**src/rtl/adc_spi_reader_pkg.sv**
```systemverilog
// Shared fan-controller definitions: ADC sample width, SPI reader state
// encoding and default timing for the temperature-sensor ADC link.
package fan_ctrl_pkg;

    // Width of one ADC conversion; the PID core consumes samples of this width.
    localparam int ADC_BITWIDTH    = 8;

    // Default SPI framing and timing for the serial ADC reader.
    localparam int ADC_LEAD_BITS   = 2;
    localparam int ADC_SCLK_DIV    = 4;
    localparam int ADC_CS_HIGH_MIN = 4;

    typedef enum logic [1:0] {
        IDLE     = 2'd0,
        CS_SETUP = 2'd1,
        SHIFT    = 2'd2,
        CS_HOLD  = 2'd3
    } adc_spi_state_t;

endpackage

```
**src/rtl/adc_spi_reader_sync_2ff.sv**
```systemverilog
// Generic single-bit two-flop synchronizer for asynchronous inputs.
module sync_2ff #(
    parameter logic RESET_VAL = 1'b0
) (
    input  logic clk,
    input  logic rst_n,
    input  logic d,
    output logic q
);

    logic meta_q;

    // Two back-to-back flops give the first stage a full cycle to resolve.
    always_ff @(posedge clk) begin
        if (!rst_n) begin
            meta_q <= RESET_VAL;
            q      <= RESET_VAL;
        end else begin
            meta_q <= d;
            q      <= meta_q;
        end
    end

endmodule

```
**src/rtl/adc_spi_reader.sv**
```systemverilog
// Periodic 3-wire SPI reader for the serial temperature ADC. Each accepted
// start runs one frame and publishes the sample with a one-cycle valid strobe.
//
// state    | meaning
// ---------+--------------------------------------------------------------
// IDLE     | cs_n high, sclk low, waiting for start_i & enable_i
// CS_SETUP | cs_n low for SCLK_DIV cycles before the first SCLK edge
// SHIFT    | LEAD_BITS+ADC_BITWIDTH SCLK periods, MISO sampled at end of low
// CS_HOLD  | cs_n high for CS_HIGH_MIN cycles; first cycle publishes sample
module adc_spi_reader #(
    parameter int ADC_BITWIDTH = fan_ctrl_pkg::ADC_BITWIDTH,
    parameter int LEAD_BITS    = fan_ctrl_pkg::ADC_LEAD_BITS,
    parameter int SCLK_DIV     = fan_ctrl_pkg::ADC_SCLK_DIV,
    parameter int CS_HIGH_MIN  = fan_ctrl_pkg::ADC_CS_HIGH_MIN
) (
    input  logic                    clk,
    input  logic                    rst_n,
    input  logic                    enable_i,
    input  logic                    start_i,
    input  logic                    adc_miso_i,
    output logic                    adc_cs_n_o,
    output logic                    adc_sclk_o,
    output logic [ADC_BITWIDTH-1:0] adc_value_o,
    output logic                    valid_o,
    output logic                    busy_o,
    output logic                    overrun_o
);

    import fan_ctrl_pkg::*;

    localparam int TOTAL_BITS = LEAD_BITS + ADC_BITWIDTH;
    localparam int HALF_MAX   = (SCLK_DIV > CS_HIGH_MIN) ? SCLK_DIV : CS_HIGH_MIN;
    localparam int CNT_W      = $clog2(HALF_MAX + 1);
    localparam int BIT_W      = $clog2(TOTAL_BITS + 1);

    localparam logic [CNT_W-1:0] DIV_LOAD  = CNT_W'(SCLK_DIV - 1);
    localparam logic [CNT_W-1:0] HOLD_LOAD = CNT_W'(CS_HIGH_MIN - 1);
    localparam logic [CNT_W-1:0] CNT_ONE   = CNT_W'(1);
    localparam logic [BIT_W-1:0] BIT_LOAD  = BIT_W'(TOTAL_BITS - 1);
    localparam logic [BIT_W-1:0] BIT_ONE   = BIT_W'(1);
    localparam logic [BIT_W-1:0] DATA_BITS = BIT_W'(ADC_BITWIDTH);

    adc_spi_state_t          state_q, state_d;
    logic [CNT_W-1:0]        half_cnt_q, half_cnt_d;
    logic [BIT_W-1:0]        bit_cnt_q, bit_cnt_d;
    logic                    sclk_q, sclk_d;
    logic                    cs_n_q, cs_n_d;
    logic                    valid_q, valid_d;
    logic                    overrun_q, overrun_d;
    logic                    sample_en;
    logic                    start_req;
    logic                    miso_sync;
    logic [ADC_BITWIDTH-1:0] shift_q;
    logic [ADC_BITWIDTH-1:0] value_q;

    sync_2ff #(
        .RESET_VAL (1'b0)
    ) u_miso_sync (
        .clk   (clk),
        .rst_n (rst_n),
        .d     (adc_miso_i),
        .q     (miso_sync)
    );

    assign start_req = start_i & enable_i;

    // State register plus registered SPI pins, strobe and sticky overrun.
    always_ff @(posedge clk) begin
        if (!rst_n) begin
            state_q    <= IDLE;
            half_cnt_q <= '0;
            bit_cnt_q  <= '0;
            sclk_q     <= 1'b0;
            cs_n_q     <= 1'b1;
            valid_q    <= 1'b0;
            overrun_q  <= 1'b0;
        end else begin
            state_q    <= state_d;
            half_cnt_q <= half_cnt_d;
            bit_cnt_q  <= bit_cnt_d;
            sclk_q     <= sclk_d;
            cs_n_q     <= cs_n_d;
            valid_q    <= valid_d;
            overrun_q  <= overrun_d;
        end
    end

    // Next state, half-period/bit down-counters and pin levels for next cycle.
    always_comb begin
        state_d    = state_q;
        half_cnt_d = half_cnt_q;
        bit_cnt_d  = bit_cnt_q;
        sclk_d     = sclk_q;
        cs_n_d     = cs_n_q;
        valid_d    = 1'b0;
        sample_en  = 1'b0;
        overrun_d  = overrun_q | (start_req & (state_q != IDLE));

        unique case (state_q)
            IDLE: begin
                if (start_req) begin
                    state_d    = CS_SETUP;
                    cs_n_d     = 1'b0;
                    sclk_d     = 1'b0;
                    half_cnt_d = DIV_LOAD;
                end
            end
            CS_SETUP: begin
                if (half_cnt_q == '0) begin
                    state_d    = SHIFT;
                    half_cnt_d = DIV_LOAD;
                    bit_cnt_d  = BIT_LOAD;
                end else begin
                    half_cnt_d = half_cnt_q - CNT_ONE;
                end
            end
            SHIFT: begin
                if (half_cnt_q == '0) begin
                    half_cnt_d = DIV_LOAD;
                    if (!sclk_q) begin
                        sample_en = 1'b1;
                        sclk_d    = 1'b1;
                    end else if (bit_cnt_q == '0) begin
                        state_d    = CS_HOLD;
                        sclk_d     = 1'b0;
                        cs_n_d     = 1'b1;
                        half_cnt_d = HOLD_LOAD;
                        valid_d    = 1'b1;
                    end else begin
                        sclk_d    = 1'b0;
                        bit_cnt_d = bit_cnt_q - BIT_ONE;
                    end
                end else begin
                    half_cnt_d = half_cnt_q - CNT_ONE;
                end
            end
            CS_HOLD: begin
                if (half_cnt_q == '0) begin
                    state_d = IDLE;
                end else begin
                    half_cnt_d = half_cnt_q - CNT_ONE;
                end
            end
            default: begin
                state_d = IDLE;
            end
        endcase
    end

    // Lead samples have the highest bit counts and are skipped; the sample
    // register is published only when a frame completes.
    always_ff @(posedge clk) begin
        if (!rst_n) begin
            shift_q <= '0;
            value_q <= '0;
        end else begin
            if (sample_en && (bit_cnt_q < DATA_BITS)) begin
                shift_q <= {shift_q[ADC_BITWIDTH-2:0], miso_sync};
            end
            if (valid_d) begin
                value_q <= shift_q;
            end
        end
    end

    assign adc_cs_n_o  = cs_n_q;
    assign adc_sclk_o  = sclk_q;
    assign adc_value_o = value_q;
    assign valid_o     = valid_q;
    assign busy_o      = (state_q != IDLE);
    assign overrun_o   = overrun_q;

endmodule

```
**config.mk**
```make
export PLATFORM = sky130hd
export DESIGN_NAME = adc_spi_reader
export DESIGN_NICKNAME = d
export VERILOG_FILES = /design/src/rtl/adc_spi_reader_pkg.sv /design/src/rtl/adc_spi_reader_sync_2ff.sv /design/src/rtl/adc_spi_reader.sv
export SDC_FILE = /design/constraint.sdc
export NUM_CORES = 1
export LEC_CHECK = 0
export CORE_UTILIZATION = 54
export DETAILED_ROUTE_END_ITERATION = 10
export PLACE_DENSITY = 0.87
export SKIP_CTS_REPAIR_TIMING = 1
export SKIP_LAST_GASP = 1
export SLEW_MARGIN = 20
export SYNTH_ARGS = -nofsm -noshare
export SYNTH_HDL_FRONTEND = slang
export SYNTH_SLANG_ARGS = --single-unit
```
**constraint.sdc**
```tcl
create_clock -name clk -period 2.3 [get_ports clk]
set_input_delay 0.46 -clock clk [delete_from_list [all_inputs] [get_ports clk]]
set_output_delay 0.46 -clock clk [all_outputs]
set_load 0.005 [all_outputs]
```
### Word level (Yosys, flattened, before mapping)

Index checks and enable logic that the tools add are counted.
Widths: inputs -> output; s select.

| word-level totals | value |
|---|---|
| register bits after elaboration | 31 |
| input bits | 5 |
| output and inout bits | 13 |
| word-level logic and storage cells | 71 |

| cells by class | value |
|---|---|
| $add $sub $neg | 2 |
| order comparisons | 1 |
| equality and inequality tests | 11 |
| muxes and demuxes | 30 |
| bitwise logic cells | 3 |
| reduce and logical (&&, ||, !) cells | 13 |

Operator list:

| kind | number |
|---|---|
| $mux 4 | 4 |
| $ne 2x2->1 const B | 8 |
| $mux 1 | 12 |
| $mux 2 | 6 |
| $reduce_and 5->1 | 2 |
| $mux 3 | 3 |
| $pmux 3 s3 | 1 |
| $pmux 2 s4 | 1 |
| $pmux 4 s2 | 1 |
| $reduce_and 6->1 | 1 |
| $reduce_bool 2->1 | 3 |
| $eq 2x2->1 const B | 2 |
| $logic_not 4->1 | 1 |
| $lt 4x4->1 const B | 1 |
| $pmux 1 s2 | 2 |
| $sub 4x1->4 const B | 1 |
| $logic_not 3->1 | 1 |
| $reduce_and 3->1 | 1 |
| $sub 3x1->3 const B | 1 |
| $and 1x1->1 | 2 |
| $eq 2x1->1 const B | 1 |
| $logic_not 2->1 | 1 |
| $reduce_and 2->1 | 1 |
| $reduce_or 2->1 | 1 |
| other kinds (2) | 2 |

### Longest topological paths before layout

Gate-level depths: netlist of the first run.

| logic depth | value |
|---|---|
| depth after elaboration | 5 |
| mapped depth | 8 |

### Cells and area by module

From an unflattened synthesis of the first run, not the netlist that was laid out.

| second synthesis, totals | value |
|---|---|
| cell total of the unflattened synthesis | 161 |
| area, all modules | 1540.2 um^2 |

By module, submodules not included:

| module | times used | cells each | area an instance (um^2) |
|---|---|---|---|
| adc_spi_reader | 1 | 157 | 1487.7 |
| sync_2ff | 1 | 4 | 52.6 |

### Worst setup path after synthesis of the first run

No wires, ideal clock.

| path | value |
|---|---|
| path kind | register to register |
| from | register state_q[0] |
| to | register state_q[0] |
| library setup time | 0.072 ns |
| arrival time | 1.553 ns |
| required time | 2.228 ns |
| setup slack | 0.675 ns |
| stages on the path, launching flop included | 7 |
| path buffers | 0 |
| cell sequence | dfxtp_1 -> inv_1 -> ha_1 -> a21boi_1 -> a21oi_1 -> a21boi_0 -> mux2i_1 |

| between the ends | value |
|---|---|
| cells in the longest elaborated chain, start to end | 3 |

Ends and longest elaborated chain:

| what | line | RTL |
|---|---|---|
| start: declaration | adc_spi_reader.sv:43 | `adc_spi_state_t state_q, state_d;` |
| start signal: assignment | adc_spi_reader.sv:78 | `state_q <= state_d;` |
| $eq 2x2->1, or another cell as far along | adc_spi_reader.sv:99 | `unique case (state_q)` |
| $ne 2x2->1 (no source line) | n/a |  |
| $reduce_and 6->1 (no source line) | n/a |  |

Parallel ways exist; a longest one is shown, timed or not.
A chain may end at the register's enable or synchronous reset.

### Worst setup path after layout of the first run

| path | value |
|---|---|
| from | register state_q[0] |
| to | output port busy_o |

| between the ends | value |
|---|---|
| cells in the longest elaborated chain, start to end | 1 |

Ends and longest elaborated chain:

| what | line | RTL |
|---|---|---|
| $reduce_bool 2->1 | adc_spi_reader.sv:170 | `assign busy_o = (state_q != IDLE);` |
| end: declaration | adc_spi_reader.sv:25 | `output logic busy_o,` |

No other way between the ends.

==> results.md, run 1 <==
- P_leak: 0.711 nW
- First-pass GRT wire length: 4.89 mm
- CP required: 1840 ps
- Deepest clock path buffer count: 2
- Grt ovf: 0
- Area Overhead vs Synth: 15.1%
- Worst R2R End: adc_value_o[7]
- Least-Margin Pin Slew: 588 ps
- Yosys warns: 0
- Setup WS pre-CTS: 275 ps
- Most frequent cells in the layout: dfxtp_1 (31), mux2i_1 (20), nor2b_1 (18)
- Max Cap Viol: 0
- Number of remaining DRC errors: 0
- Pin count of the biggest net entering global routing: 17
- CP max stage cell: clkdlybuf4s50_1
- Root buffer cell: clkbuf_4
- Synthesized flop and latch total: 31
- DP HPWL: 2.07 mm
- Sequential area share after synthesis: 40.3%
- Avg WL per Cell: 13.1 um
- CP Cell Sequence: inv_1 > ha_1 > inv_1 > clkdlybuf4s50_1
- Clk Latency, worst-skew pair: 350 ps
- RSZ-0062 raised after global routing: false
- Final-stage net count: 194
- Die span in y: 55.4 um
- Vias in the first global route: 1104
- Die area: 3070 um^2
- TritonCTS Sinks: 31
- Synthesized area: 1540 um^2
- Period minus WS final: 2150 ps
- Share of cells above drive strength 1: 9.44%
- Fill count: 229
- Slowest stage delay, CP: 510 ps
- Arr. time, crit path: 1690 ps
- Detail Route Antenna Nets: 0
- Flop2flop setup slack: 360 ps
- Status: finished clean
- Number of I/O port buffers: 17
- Num CTS Buffers: 5
- Synth cell types: 38
- Post-Syn Nets: 176
- R2R cell count: 6
- Syn avg cell area: 9.57 um^2
- ANT cells: 0
- Max-slew headroom: 60.7%
- CTS clk-pin slew, worst paths: 90 ps
- DRT Pass-1 Iters: 4
- Final Hold Vio Count: 0
- Hold WS: 490 ps
- Max FO, Critical Path: 4
- Max Slew Vio Count: 0
- TNS Setup: 0 ps
- Critical path capture point type: output port
- # IOs: 18
- Final worst slack: 147 ps
- Max IR drop VDD: 718 uV
- Routed WL: 2.76 mm
- Initial antenna violation count: 0
- Power per cell area: 919 nW/um^2
- H-tree Lvls: 2
- Crit Path Class: register to output port
- HP Start: bit_cnt_q[1]
- Non-Filler Instances: 211
- Crit start category: register
- Max Freq: 465 MHz
- Cell mode on critical path: inv_1
- Reg-to-Reg Start: half_cnt_q[0]
- CTS tree: done
- Row cnt: 19
- 1st-iter DRT viols: 25
- # setup viols final: 0
- Core area: 2730 um^2
- Gate Count Post-Synth: 161
- Vias per Instance: 5.42
- HP Class: register to register
- Period utilisation layout: 93.6%
- Final Power: 0.00163 W
- Min-Delay Endpoint: bit_cnt_q[1]
- Commonest non-fill, non-tap cell in the layout: dfxtp_1
- Min-Delay Path Depth: 2
- Overall global routing resource usage: 20.5%
- Initial core utilization: 56.3%
- Routability Congestion: 0.826
- Cell Count Post-Placement: 203
- Die X-Extent: 55.4 um
- Skew final: 16.5 ps
- Via count: 1144
==> Yosys cell counts <==
master	number	area share, %
o21bai_1	1	0.49
and2_1	2	0.81
ha_1	10	8.1
or2b_1	1	0.49
buf_2	1	0.32
and4b_1	1	0.65
nand3_1	3	0.97
nand3_2	1	0.65
clkbuf_1	5	1.2
nand4bb_1	1	0.73
o31ai_1	1	0.49
and2_2	1	0.49
nand2_1	10	2.4
o2111a_1	1	0.73
nor2b_1	18	7.3
nor2_1	9	2.2
a21oi_1	4	1.3
inv_1	10	2.4
mux2_2	1	0.73
dfxtp_1	31	40
nor3_1	6	1.9
mux2i_1	20	13
nor3b_4	1	1.2
or3b_2	1	0.57
a21o_1	1	0.49
o211ai_1	1	0.49
o21ai_2	1	0.57
a221oi_1	1	0.57
a21boi_1	1	0.49
a21boi_0	3	1.5
nand3b_1	1	0.49
o22ai_1	1	0.41
and4_4	1	0.73
o21ai_0	5	1.6
clkbuf_2	1	0.32
o211a_1	1	0.65
a31oi_1	2	0.81
buf_12	1	1.3
==> cells by family after synthesis <==
group,Yosys count,synth area share [%]
compound gates,24,10.6
fa+ha+maj,10,8.12
buf+inv,18,5.61
flops,31,40.3
mux,21,13.7
simple gates,57,21.7
==> through the flow <==
| step | cell area (um^2) | utilization [%] |
|---|---|---|
| after floorplan | 1540 | - |
| after global placement | 1720 | 62.7 |
| after detailed placement | 1720 | 62.7 |
| after CTS | 1770 | 64.9 |
| after global routing | 1770 | 64.9 |
| final | 1770 | 64.9 |
==> registers in the layout (all words and copies together), names as in the netlist <==
name / flops
adc_value_o: 8
overrun_o: 1
bit_cnt_q: 4
half_cnt_q: 3
adc_sclk_o: 1
adc_cs_n_o: 1
shift_q: 8
u_miso_sync.meta_q: 1
valid_o: 1
state_q: 2
u_miso_sync.q: 1
==> power by group <==
group / switching [W] / total, W / leakage [nW] / internal, W
registers: 0.0000533 / 0.000647 / 0.252 / 0.000594
logic: 0.000374 / 0.000666 / 0.432 / 0.000292
clock network: 0.000200 / 0.000317 / 0.0272 / 0.000116
==> worst max-delay path by stage <==
stage               slack (ps)          to       start  cells past startpoint
global route                60      busy_o  state_q[0]                      4
detailed placement         280  state_q[1]     start_i                      5
global placement           360  state_q[1]     start_i                      5
finish                     150      busy_o  state_q[0]                      4
floorplan                  680  state_q[0]  state_q[0]                      6
CTS                        130      busy_o  state_q[0]                      4
==> critical path: cells and delay by family, from the launching register on <==
family | cells | cell delay, ps
buffers and inverters | 3 | 710
flip-flops | 1 | 390
adder cells (fa/ha/maj) | 1 | 260
==> layer usage <==
layer  up-vias  wire length, um  track usage [%]
met2        21             1350             33.4
met3         7               97             7.03
li1        586                -                -
met4         0               69             12.5
met1       530             1250             23.1
met5         -                0                0
==> layout make-up <==
type	count	area, um^2	share of cell area, %
clock buffer	5	37.5	2.12
clock inverter	3	20.0	1.13
inverter	10	37.5	2.12
sequential	31	621	35.0
timing repair buffer	19	185	10.4
multi-input combinational	112	833	47.0
tap	31	38.8	2.19
Note: power is estimated with default switching activity, not from simulation.
==> run 2, diff against run 1 <==
CTS_CLUSTER_SIZE = 14   (was unset)
==> results of run 2 <==
Same layout as run 1: the final DEF is identical, and so are final timing and power.
==> run 3, diff against run 2 <==
ABC_CLOCK_PERIOD_IN_PS = 2300   (was unset)
SKIP_LAST_GASP = unset   (was 1)
==> results of run 3 <==
Same layout as run 1: the final DEF is identical, and so are final timing and power.
